<file path="config.mk">
export PLATFORM = sky130hd
export DESIGN_NAME = alu_op_scheduler
export DESIGN_NICKNAME = d
export VERILOG_FILES = /design/src/rtl/alu_sched_pkg.sv /design/src/rtl/rr_arbiter_2.sv /design/src/rtl/alu_op_scheduler.sv
export SDC_FILE = /design/constraint.sdc
export NUM_CORES = 1
export LEC_CHECK = 0
export CORE_AREA = 2 2 207 209
export CTS_BUF_LIST = sky130_fd_sc_hd__clkbuf_4 sky130_fd_sc_hd__clkbuf_8
export DETAILED_ROUTE_END_ITERATION = 8
export DIE_AREA = 0 0 209 211
export PLACE_DENSITY = 0.6
export SETUP_SLACK_MARGIN = 0.15
export SYNTH_ARGS = -nofsm -noshare
export SYNTH_HDL_FRONTEND = slang
export SYNTH_HIERARCHICAL = 1
export SYNTH_SLANG_ARGS = --single-unit
</file>
<file path="constraint.sdc">
create_clock -name clk -period 4.2 [get_ports clk]
set_input_delay 0.84 -clock clk [delete_from_list [all_inputs] [get_ports clk]]
set_output_delay 0.84 -clock clk [all_outputs]
set_load 0.03 [all_outputs]
</file>
<file path="src/rtl/alu_sched_pkg.sv">
// alu_sched_pkg
//   Shared types and constants for the ALU operation scheduler.
//   - sched_state_e : scheduler FSM states
//   - CLS_*         : op class encodings taken from sel[4:3]
//   - DEFAULT_TIMEOUT : default arithmetic wait limit in cycles
//   - op_class()    : extracts the class field from a 5-bit select

package alu_sched_pkg;

    typedef enum logic [1:0] {
        StIdle,
        StExec,
        StWait,
        StResp
    } sched_state_e;

    localparam logic [1:0] CLS_ARITH = 2'b00;
    localparam logic [1:0] CLS_LOGIC = 2'b01;
    localparam logic [1:0] CLS_SHIFT = 2'b10;
    localparam logic [1:0] CLS_RSVD  = 2'b11;

    localparam int unsigned DEFAULT_TIMEOUT = 256;

    function automatic logic [1:0] op_class(input logic [4:0] sel);
        return sel[4:3];
    endfunction

endpackage

</file>
<file path="src/rtl/rr_arbiter_2.sv">
// rr_arbiter_2
//   Two-way round-robin arbiter, purely combinational.
//   Ports:
//     req_i        : per-requester request
//     last_grant_i : ID of the requester granted most recently
//     grant_o      : one-hot grant (all zero when nothing requests)
//     winner_o     : ID of the granted requester (0 when nothing requests)

module rr_arbiter_2 (
    input  logic [1:0] req_i,
    input  logic       last_grant_i,
    output logic [1:0] grant_o,
    output logic       winner_o
);

    always_comb begin
        grant_o  = 2'b00;
        winner_o = 1'b0;
        unique case (req_i)
            2'b01: begin
                grant_o  = 2'b01;
                winner_o = 1'b0;
            end
            2'b10: begin
                grant_o  = 2'b10;
                winner_o = 1'b1;
            end
            2'b11: begin
                // Contention: whoever was not served last goes next.
                winner_o = ~last_grant_i;
                grant_o  = last_grant_i ? 2'b01 : 2'b10;
            end
            default: begin
                grant_o  = 2'b00;
                winner_o = 1'b0;
            end
        endcase
    end

endmodule

</file>
<file path="src/rtl/alu_op_scheduler.sv">
// alu_op_scheduler
//   Arbitrates two requesters onto one shared ALU, sequences the operation
//   according to its class and returns the result on a response channel.
//   Ports:
//     clk, rst_b                  : clock, async active-low reset
//     req_valid / req_ready       : per-requester request handshake
//     req{0,1}_in_{0,1}, _sel     : requester operands and op select
//     rsp_valid / rsp_ready       : response handshake
//     rsp_id, rsp_data, rsp_err   : response owner, result, error flag
//     alu_bgn, alu_in_*, alu_sel  : drive the ALU
//     alu_stop, alu_out           : ALU completion and result

module alu_op_scheduler
    import alu_sched_pkg::*;
#(
    parameter int unsigned DATA_W  = 64,
    parameter int unsigned TIMEOUT = DEFAULT_TIMEOUT
) (
    input  logic              clk,
    input  logic              rst_b,

    input  logic [1:0]        req_valid,
    output logic [1:0]        req_ready,
    input  logic [DATA_W-1:0] req0_in_0,
    input  logic [DATA_W-1:0] req0_in_1,
    input  logic [4:0]        req0_sel,
    input  logic [DATA_W-1:0] req1_in_0,
    input  logic [DATA_W-1:0] req1_in_1,
    input  logic [4:0]        req1_sel,

    output logic              rsp_valid,
    input  logic              rsp_ready,
    output logic              rsp_id,
    output logic [DATA_W-1:0] rsp_data,
    output logic              rsp_err,

    output logic              alu_bgn,
    output logic [DATA_W-1:0] alu_in_0,
    output logic [DATA_W-1:0] alu_in_1,
    output logic [4:0]        alu_sel,
    input  logic              alu_stop,
    input  logic [DATA_W-1:0] alu_out
);

    localparam int unsigned      CNT_W    = $clog2(TIMEOUT);
    localparam logic [CNT_W-1:0] CNT_LAST = CNT_W'(TIMEOUT - 1);

    logic [1:0]        arb_grant;
    logic              arb_winner;
    logic [4:0]        win_sel;

    sched_state_e      state_q;
    logic              last_grant_q;
    logic [DATA_W-1:0] in0_q;
    logic [DATA_W-1:0] in1_q;
    logic [4:0]        sel_q;
    logic              id_q;
    logic [DATA_W-1:0] result_q;
    logic              err_q;
    logic              rsp_valid_q;
    logic              alu_bgn_q;
    logic [CNT_W-1:0]  cnt_q;

    rr_arbiter_2 u_arb (
        .req_i        (req_valid),
        .last_grant_i (last_grant_q),
        .grant_o      (arb_grant),
        .winner_o     (arb_winner)
    );

    assign win_sel = arb_winner ? req1_sel : req0_sel;

    // Grant is only offered in IDLE; gating with rst_b keeps it low while
    // reset is held even if requesters keep their valid asserted.
    assign req_ready = ((state_q == StIdle) && rst_b) ? arb_grant : 2'b00;

    always_ff @(posedge clk or negedge rst_b) begin
        if (!rst_b) begin
            state_q      <= StIdle;
            last_grant_q <= 1'b1;
            in0_q        <= '0;
            in1_q        <= '0;
            sel_q        <= '0;
            id_q         <= 1'b0;
            result_q     <= '0;
            err_q        <= 1'b0;
            rsp_valid_q  <= 1'b0;
            alu_bgn_q    <= 1'b0;
            cnt_q        <= '0;
        end else begin
            alu_bgn_q <= 1'b0;
            unique case (state_q)
                StIdle: begin
                    if (arb_grant != 2'b00) begin
                        in0_q     <= arb_winner ? req1_in_0 : req0_in_0;
                        in1_q     <= arb_winner ? req1_in_1 : req0_in_1;
                        sel_q     <= win_sel;
                        id_q      <= arb_winner;
                        // Registered start pulse: raised on accept so it is
                        // visible for exactly the EXEC cycle.
                        alu_bgn_q <= (op_class(win_sel) == CLS_ARITH);
                        state_q   <= StExec;
                    end
                end
                StExec: begin
                    unique case (op_class(sel_q))
                        CLS_ARITH: begin
                            cnt_q   <= '0;
                            state_q <= StWait;
                        end
                        CLS_LOGIC, CLS_SHIFT: begin
                            // Single-cycle units: ALU output is already valid.
                            result_q    <= alu_out;
                            err_q       <= 1'b0;
                            rsp_valid_q <= 1'b1;
                            state_q     <= StResp;
                        end
                        CLS_RSVD: begin
                            result_q    <= '0;
                            err_q       <= 1'b1;
                            rsp_valid_q <= 1'b1;
                            state_q     <= StResp;
                        end
                    endcase
                end
                StWait: begin
                    cnt_q <= cnt_q + CNT_W'(1);
                    // Completion takes priority over a coincident timeout.
                    if (alu_stop) begin
                        result_q    <= alu_out;
                        err_q       <= 1'b0;
                        rsp_valid_q <= 1'b1;
                        state_q     <= StResp;
                    end else if (cnt_q == CNT_LAST) begin
                        result_q    <= '0;
                        err_q       <= 1'b1;
                        rsp_valid_q <= 1'b1;
                        state_q     <= StResp;
                    end
                end
                StResp: begin
                    if (rsp_ready) begin
                        rsp_valid_q  <= 1'b0;
                        last_grant_q <= id_q;
                        state_q      <= StIdle;
                    end
                end
            endcase
        end
    end

    assign rsp_valid = rsp_valid_q;
    assign rsp_id    = id_q;
    assign rsp_data  = result_q;
    assign rsp_err   = err_q;
    assign alu_bgn   = alu_bgn_q;
    assign alu_in_0  = in0_q;
    assign alu_in_1  = in1_q;
    assign alu_sel   = sel_q;

endmodule

</file>
==> results of run 1 <==
==> through the flow <==
step	util [%]	instances	total power (W)	hold WS [ns]	area (µm²)
after detailed placement	36.2	1844	0.0102	0.469	15100
after global placement	36.2	1844	0.0101	0.460	15100
after floorplan	-	811	0.00728	0.485	9100
final	38.1	1913	0.0122	0.137	15900
after CTS	38.1	1913	0.0124	0.0668	15900
after global routing	38.1	1913	0.0129	0.100	15900
==> cell families after synthesis <==
kind of cell	count (synthesis)	share of synthesized area [%]
adders and majority gates	5	0.688
and+or+nand+nor	172	7.58
AOI/OAI and AO/OA	219	15.0
muxes	138	15.2
DFF	212	58.3
xor gates and xnor gates	2	0.193
buffers and inverters	63	2.96
==> cells in the mapped netlist, types with 2 or more instances <==
master,number
dfrtp_1,211
nand2_1,144
o21ai_0,139
mux2i_1,134
a22o_1,68
clkbuf_1,28
buf_2,23
nor2_1,9
buf_1,7
a21oi_1,6
ha_1,5
inv_1,4
mux2_2,4
nand3_1,4
nor3_1,4
and3_1,3
nor2b_1,3
a21boi_0,2
==> cells in the final DEF, fill, tap and decap left out, types with 2 or more instances in the layout <==
master / instances
clkinvlp_4: 2
buf_4: 11
dfrtp_1: 211
inv_1: 4
nand3_1: 4
nor2b_1: 3
a22o_1: 68
and3_1: 3
nor2_1: 9
clkbuf_4: 20
mux2_2: 4
a21oi_1: 6
nor3_1: 3
nand2_1: 143
o21ai_0: 139
ha_1: 5
buf_12: 4
clkdlybuf4s50_1: 537
clkbuf_8: 46
mux2i_1: 134
==> registers in the layout, indices dropped and copies added (netlist names) <==
signal and count:
alu_sel 5, cnt_q 8, state_q 2, alu_in_0 64, rsp_data 64, alu_bgn 1
last_grant_q 1, rsp_valid 1, rsp_err 1, alu_in_1 64, rsp_id 1
==> power by group through the flow <==
| stage | logic (W) | clock network [W] | registers (W) |
|---|---|---|---|
| after global placement | 0.00656 | 0 | 0.00358 |
| final | 0.00654 | 0.00204 | 0.00359 |
| after floorplan | 0.00191 | 0 | 0.00537 |
| after CTS | 0.00663 | 0.00214 | 0.00360 |
| after detailed placement | 0.00660 | 0 | 0.00361 |
| after global routing | 0.00699 | 0.00223 | 0.00372 |
==> layer usage <==
layer / GRT usage [%] / wire (µm) / vias to the layer above
li1: - / - / 3942
met1: 16.8 / 13000 / 3772
met2: 24.9 / 16000 / 337
met3: 4.43 / 2550 / 53
met4: 5.37 / 823 / 0
met5: 0 / 0 / -
==> cell type report <==
| cell class | instances | area (µm²) | area share, % |
|---|---|---|---|
| timing repair buffer | 553 | 5550 | 34.9 |
| clock buffer | 66 | 783 | 4.92 |
| sequential | 212 | 5310 | 33.4 |
| tap | 539 | 674 | 4.24 |
| inverter | 4 | 15.0 | 0.0944 |
| clock inverter | 3 | 20.0 | 0.126 |
| multi-input combinational | 536 | 3550 | 22.3 |
==> worst reg2reg max path: stages (launching register included) <==
cell     delay, ns
dfrtp_1       0.40
inv_1         0.11
ha_1          0.41
nor2b_1       0.25
o21ai_0       0.23
nand2_2       0.47
buf_4         0.38
a22o_1        0.22
==> worst max-delay path by stage <==
stage	from	endpoint	slack, ns	cells past startpoint
floorplan	req_valid[1]	req_ready[1]	1.91	2
global placement	req_valid[1]	req_ready[1]	0.68	4
detailed placement	req_valid[1]	req_ready[1]	0.67	4
CTS	req_valid[1]	req_ready[1]	0.67	4
global route	req_valid[1]	req_ready[1]	0.57	4
finish	req_valid[1]	req_ready[1]	0.65	4
==> results.toml, run 1 <==
[pwr]
p_clk_share_pct = 16.8
leakage_nw = 6.90
internal-power_w = 0.00694
power.density_mw_per_mm2 = 765
pwr-share-seq_pct = 29.5
p_sw_share_pct = 42.9
netSwitchingPower_w = 0.00522
ir_drop_mv = 0.373
comb_power_share_pct = 53.7

[sta]
fmax_ghz = 0.281
fin_skew_ns = 0.0162
tns_ns = 0
final_hold_viol_count = 0
min_period_over_period_pct = 84.6
slew-limit-headroom_pct = 44.3
fin_crit_ns = 3.55
worst_slack_ns = 0.646
maxSlewViolCount = 0
rsz0062_at_grt = "false"
setup_viol = 0
worst_slew_pin_slew_ns = 0.835

[floorplanning]
fp.dieW_um = 209
rows = 75
io_pins = 539
start_util_pct = 21.8
coreArea_mm2 = 0.0418
die_y_um = 211
die-area_mm2 = 0.0441

[worst_setup_path]
worstPathRequired_ns = 3.36
path_class = "in -> out"
cp_slowest_cell = "clkdlybuf4s50_1"
crit_chain = "clkdlybuf4s50_1 > a21boi_0 > and3_1 > clkdlybuf4s50_1"
rr_endpoint = "rsp_data[35]"
reg2regPathDepth = 7
endpoint_kind = "output pin"
path_common_cell = "clkdlybuf4s50_1"
arrival_ns = 2.71
r2r_start = "state_q[0]"
cp-start-kind = "input pin"
rrSetupSlack_ns = 1.68
max_stage_delay_ns = 0.66
cp_top_family = "buffers and inverters"
crit_buf_inv = 2
crit_fanout = 3

[route]
drt-total-wl_um = 32300
drt-vias-per-instance = 4.24
dr.first_iter.drc_count = 423
drt_pre_antenna_iters = 4
ant_nets = 0
route.detailed.wl_per_inst_um = 16.9
drc = 0
vias = 8104

[synthesis]
syn_nets = 1152
synth-edff-count = 0
synth_area_mm2 = 0.00910
ys_types = 31
synthTopCellsByArea = "dfrtp_1 58%, mux2i_1 15%, o21ai_0 7.6%"
yosys_warnings = 6
netlist_instances = 811
ys_ff_latch = 212
yosysSeqAreaShare_pct = 58.3
yosysTopAreaCell = "dfrtp_1"
synthArstFlopShare_pct = 100
synth.avg_cell_area_um2 = 11.2
synth_top_area_share_pct = 58.0
yosys_most_used_dff = "dfrtp_1"

[global_route]
grt_pass1_vias = 8472
track_usage_pct = 14.4
grt-ovfl-total = 0
grt_first_pass_wirelength_um = 49200
grt_max_degree = 165
antenna_found_initial = 0

[clock_tree]
root_buffer = "clkbuf_8"
worstSkewPairLatency_ns = 0.56
htree_levels = 2
cts_max_path_buffers = 3
cts_num_sinks = 212
cts_hold_buf = 0
post_cts_buffers = 0
clk_pin_slew_worst_paths_ns = 0.06
cts_tree = "yes"
numCtsBuffers = 40
cts_resized = 0

[cells_and_area]
diodes = 0
drive_above_1_share_pct = 6.91
area_growth_pct = 74.8
finalNetCount = 1688
fillers = 4133

[place]
dp_hpwl_um = 24400
gp_congestion = 0.820
port_buffers = 538
pre_cts_ws_ns = 0.674

[run_status]
status = "finished, final reports clean"

[job]
maxCapViolCount = 0

[min_path]
hold_path.class = "in -> async"
Note: power is estimated with default switching activity, not from simulation.
==> run 2: changes to the inputs <==
--- a/config.mk
+++ b/config.mk
@@ -5,11 +5,11 @@
 export SDC_FILE = /design/constraint.sdc
 export NUM_CORES = 1
 export LEC_CHECK = 0
-export CORE_AREA = 2 2 207 209
+export CORE_AREA = 2 2 208 210
 export CTS_BUF_LIST = sky130_fd_sc_hd__clkbuf_4 sky130_fd_sc_hd__clkbuf_8
 export DETAILED_ROUTE_END_ITERATION = 8
-export DIE_AREA = 0 0 209 211
-export PLACE_DENSITY = 0.6
+export DIE_AREA = 0 0 210 212
+export PLACE_DENSITY = 0.62
 export SETUP_SLACK_MARGIN = 0.15
 export SYNTH_ARGS = -nofsm -noshare
 export SYNTH_HDL_FRONTEND = slang
==> constraint.sdc (replaced) <==
create_clock -name clk -period 3.1 [get_ports clk]
set_input_delay 0.62 -clock clk [delete_from_list [all_inputs] [get_ports clk]]
set_output_delay 0.62 -clock clk [all_outputs]
set_load 0.03 [all_outputs]
==> results.toml, run 2 (synthesis results as in run 1) <==
[sta]
fin_skew_ns = 0.0285
fmax_ghz = 0.394
worst_slew_pin_slew_ns = 0.868
maxSlewViolCount = 0
setup_viol = 0
final_hold_viol_count = 0
tns_ns = 0
fin_crit_ns = 2.54
worst_slack_ns = 0.562
rsz0062_at_grt = "false"
min_period_over_period_pct = 81.9
slew-limit-headroom_pct = 42.2

[cells_and_area]
multi_input_area_mm2 = 0.00355
area_growth_pct = 76.4
layout_commonest_cell = "clkdlybuf4s50_1"
final_cell_area_mm2 = 0.0160
finalNetCount = 1694
fillers = 4219
drive_above_1_share_pct = 7.19
layout.area.seq_mm2 = 0.00531
most-common-layout-cells = "535 x clkdlybuf4s50_1, 211 x dfrtp_1, 143 x nand2_1"
diodes = 0

[floorplanning]
fp.dieW_um = 210
start_util_pct = 21.4
die-area_mm2 = 0.0445
coreArea_mm2 = 0.0425
rows = 76
die_y_um = 212
io_pins = 539

[place]
dp_hpwl_um = 24800
pre_cts_ws_ns = 0.591
dpl_cell_area_mm2 = 0.0152
port_buffers = 538
gp_congestion = 0.801

[worst_setup_path]
arrival_ns = 1.92
endpoint_kind = "output pin"
worstPathRequired_ns = 2.48
cp-start-kind = "input pin"
path_class = "in -> out"
crit_fanout = 39

[global_route]
grt-ovfl-total = 0
grt_max_degree = 113
antenna_found_initial = 0
gr-usage-met1_pct = 16.8
grt-busiest-layer = "met2"
met2_usage_pct = 24.6
track_usage_pct = 14.3
grt_first_pass_wirelength_um = 49100
grt_util_met3_pct = 4.98
grt_pass1_vias = 8536

[route]
drc = 0
route.detailed.wl_per_inst_um = 17.0
drt-vias-per-instance = 4.27
drt_pre_antenna_iters = 6
drt-total-wl_um = 32700
ant_nets = 0
dr.first_iter.drc_count = 426
vias = 8211

[run_status]
status = "finished, final reports clean"

[clock_tree]
root_buffer = "clkbuf_8"
clk_pin_slew_worst_paths_ns = 0.06
cts_num_sinks = 212
cts_max_path_buffers = 3
cts_resized = 0
htree_levels = 2
numCtsBuffers = 41
cts_tree = "yes"
worstSkewPairLatency_ns = 0.57
post_cts_buffers = 0

[min_path]
hold_path.class = "reg -> reg"

[pwr]
power.density_mw_per_mm2 = 1040
leakage_nw = 6.97
ir_drop_mv = 0.481

[job]
maxCapViolCount = 0
run 2: cell count changes in the layout (fill, tap and decap cells not counted), moves of 2 or more:
cell and change:
clkinv_2 +4, clkbuf_4 -12, clkdlybuf4s50_1 -2, clkbuf_8 +6, buf_12 +5
run 2: layer usage:
layer,up-vias,wire [µm]
met5,-,0
met4,0,657
met3,44,2730
met1,3859,13500
li1,3951,-
met2,357,15900
run 2: worst paths after layout:
check,slack [ns],depth (start not counted),to,startpoint
max,0.56,4,req_ready[1],rst_b
min,0.47,2,alu_in_0[7],alu_in_0[7]
max reg2reg,0.86,6,rsp_data[40],state_q[1]
min reg2reg,0.47,2,alu_in_0[7],alu_in_0[7]
max in group asynchronous,1.39,3,alu_in_1[62],rst_b
min in group asynchronous,0.51,2,state_q[0],rst_b
run 2: stage by stage:
step | instances | hold WS (ns) | utilization, % | total power (W)
2_1_floorplan | 811 | 0.324 | - | 0.00986
3_3_place_gp | 1855 | 0.460 | 35.8 | 0.0138
3_5_place_dp | 1855 | 0.469 | 35.8 | 0.0139
4_1_cts | 1923 | 0.463 | 37.7 | 0.0170
5_1_grt | 1923 | 0.496 | 37.7 | 0.0177
6_report | 1923 | 0.473 | 37.7 | 0.0167
run 2: layout make-up:
type / count / area share [%]
Tap cell: 546 / 4.26
Timing Repair Buffer: 558 / 35.2
Inverter: 4 / 0.0936
Multi-Input combinational cell: 536 / 22.1
Sequential cell: 212 / 33.1
Clock inverter: 7 / 0.390
Clock buffer: 60 / 4.83
run 2: worst max-delay path, cell delays in order:
cell and delay, ns:
dlygate4sd3_1 0.56, buf_8 0.28, and3_1 0.27, buf_4 0.18
run 2: where the power goes:
part           total, W  internal (W)  leakage, nW  switching, W
Clock           0.00289       0.00167        0.445       0.00121
Sequential      0.00489       0.00411         2.63      0.000777
Combinational   0.00892       0.00379         3.89       0.00513
Total            0.0167       0.00957         6.97       0.00712
run 2: what timing repair did:
action                     4_1_cts  5_1_grt
hold endpoints to repair        34        0
setup endpoints to repair        0        0
hold buffers                     1        0
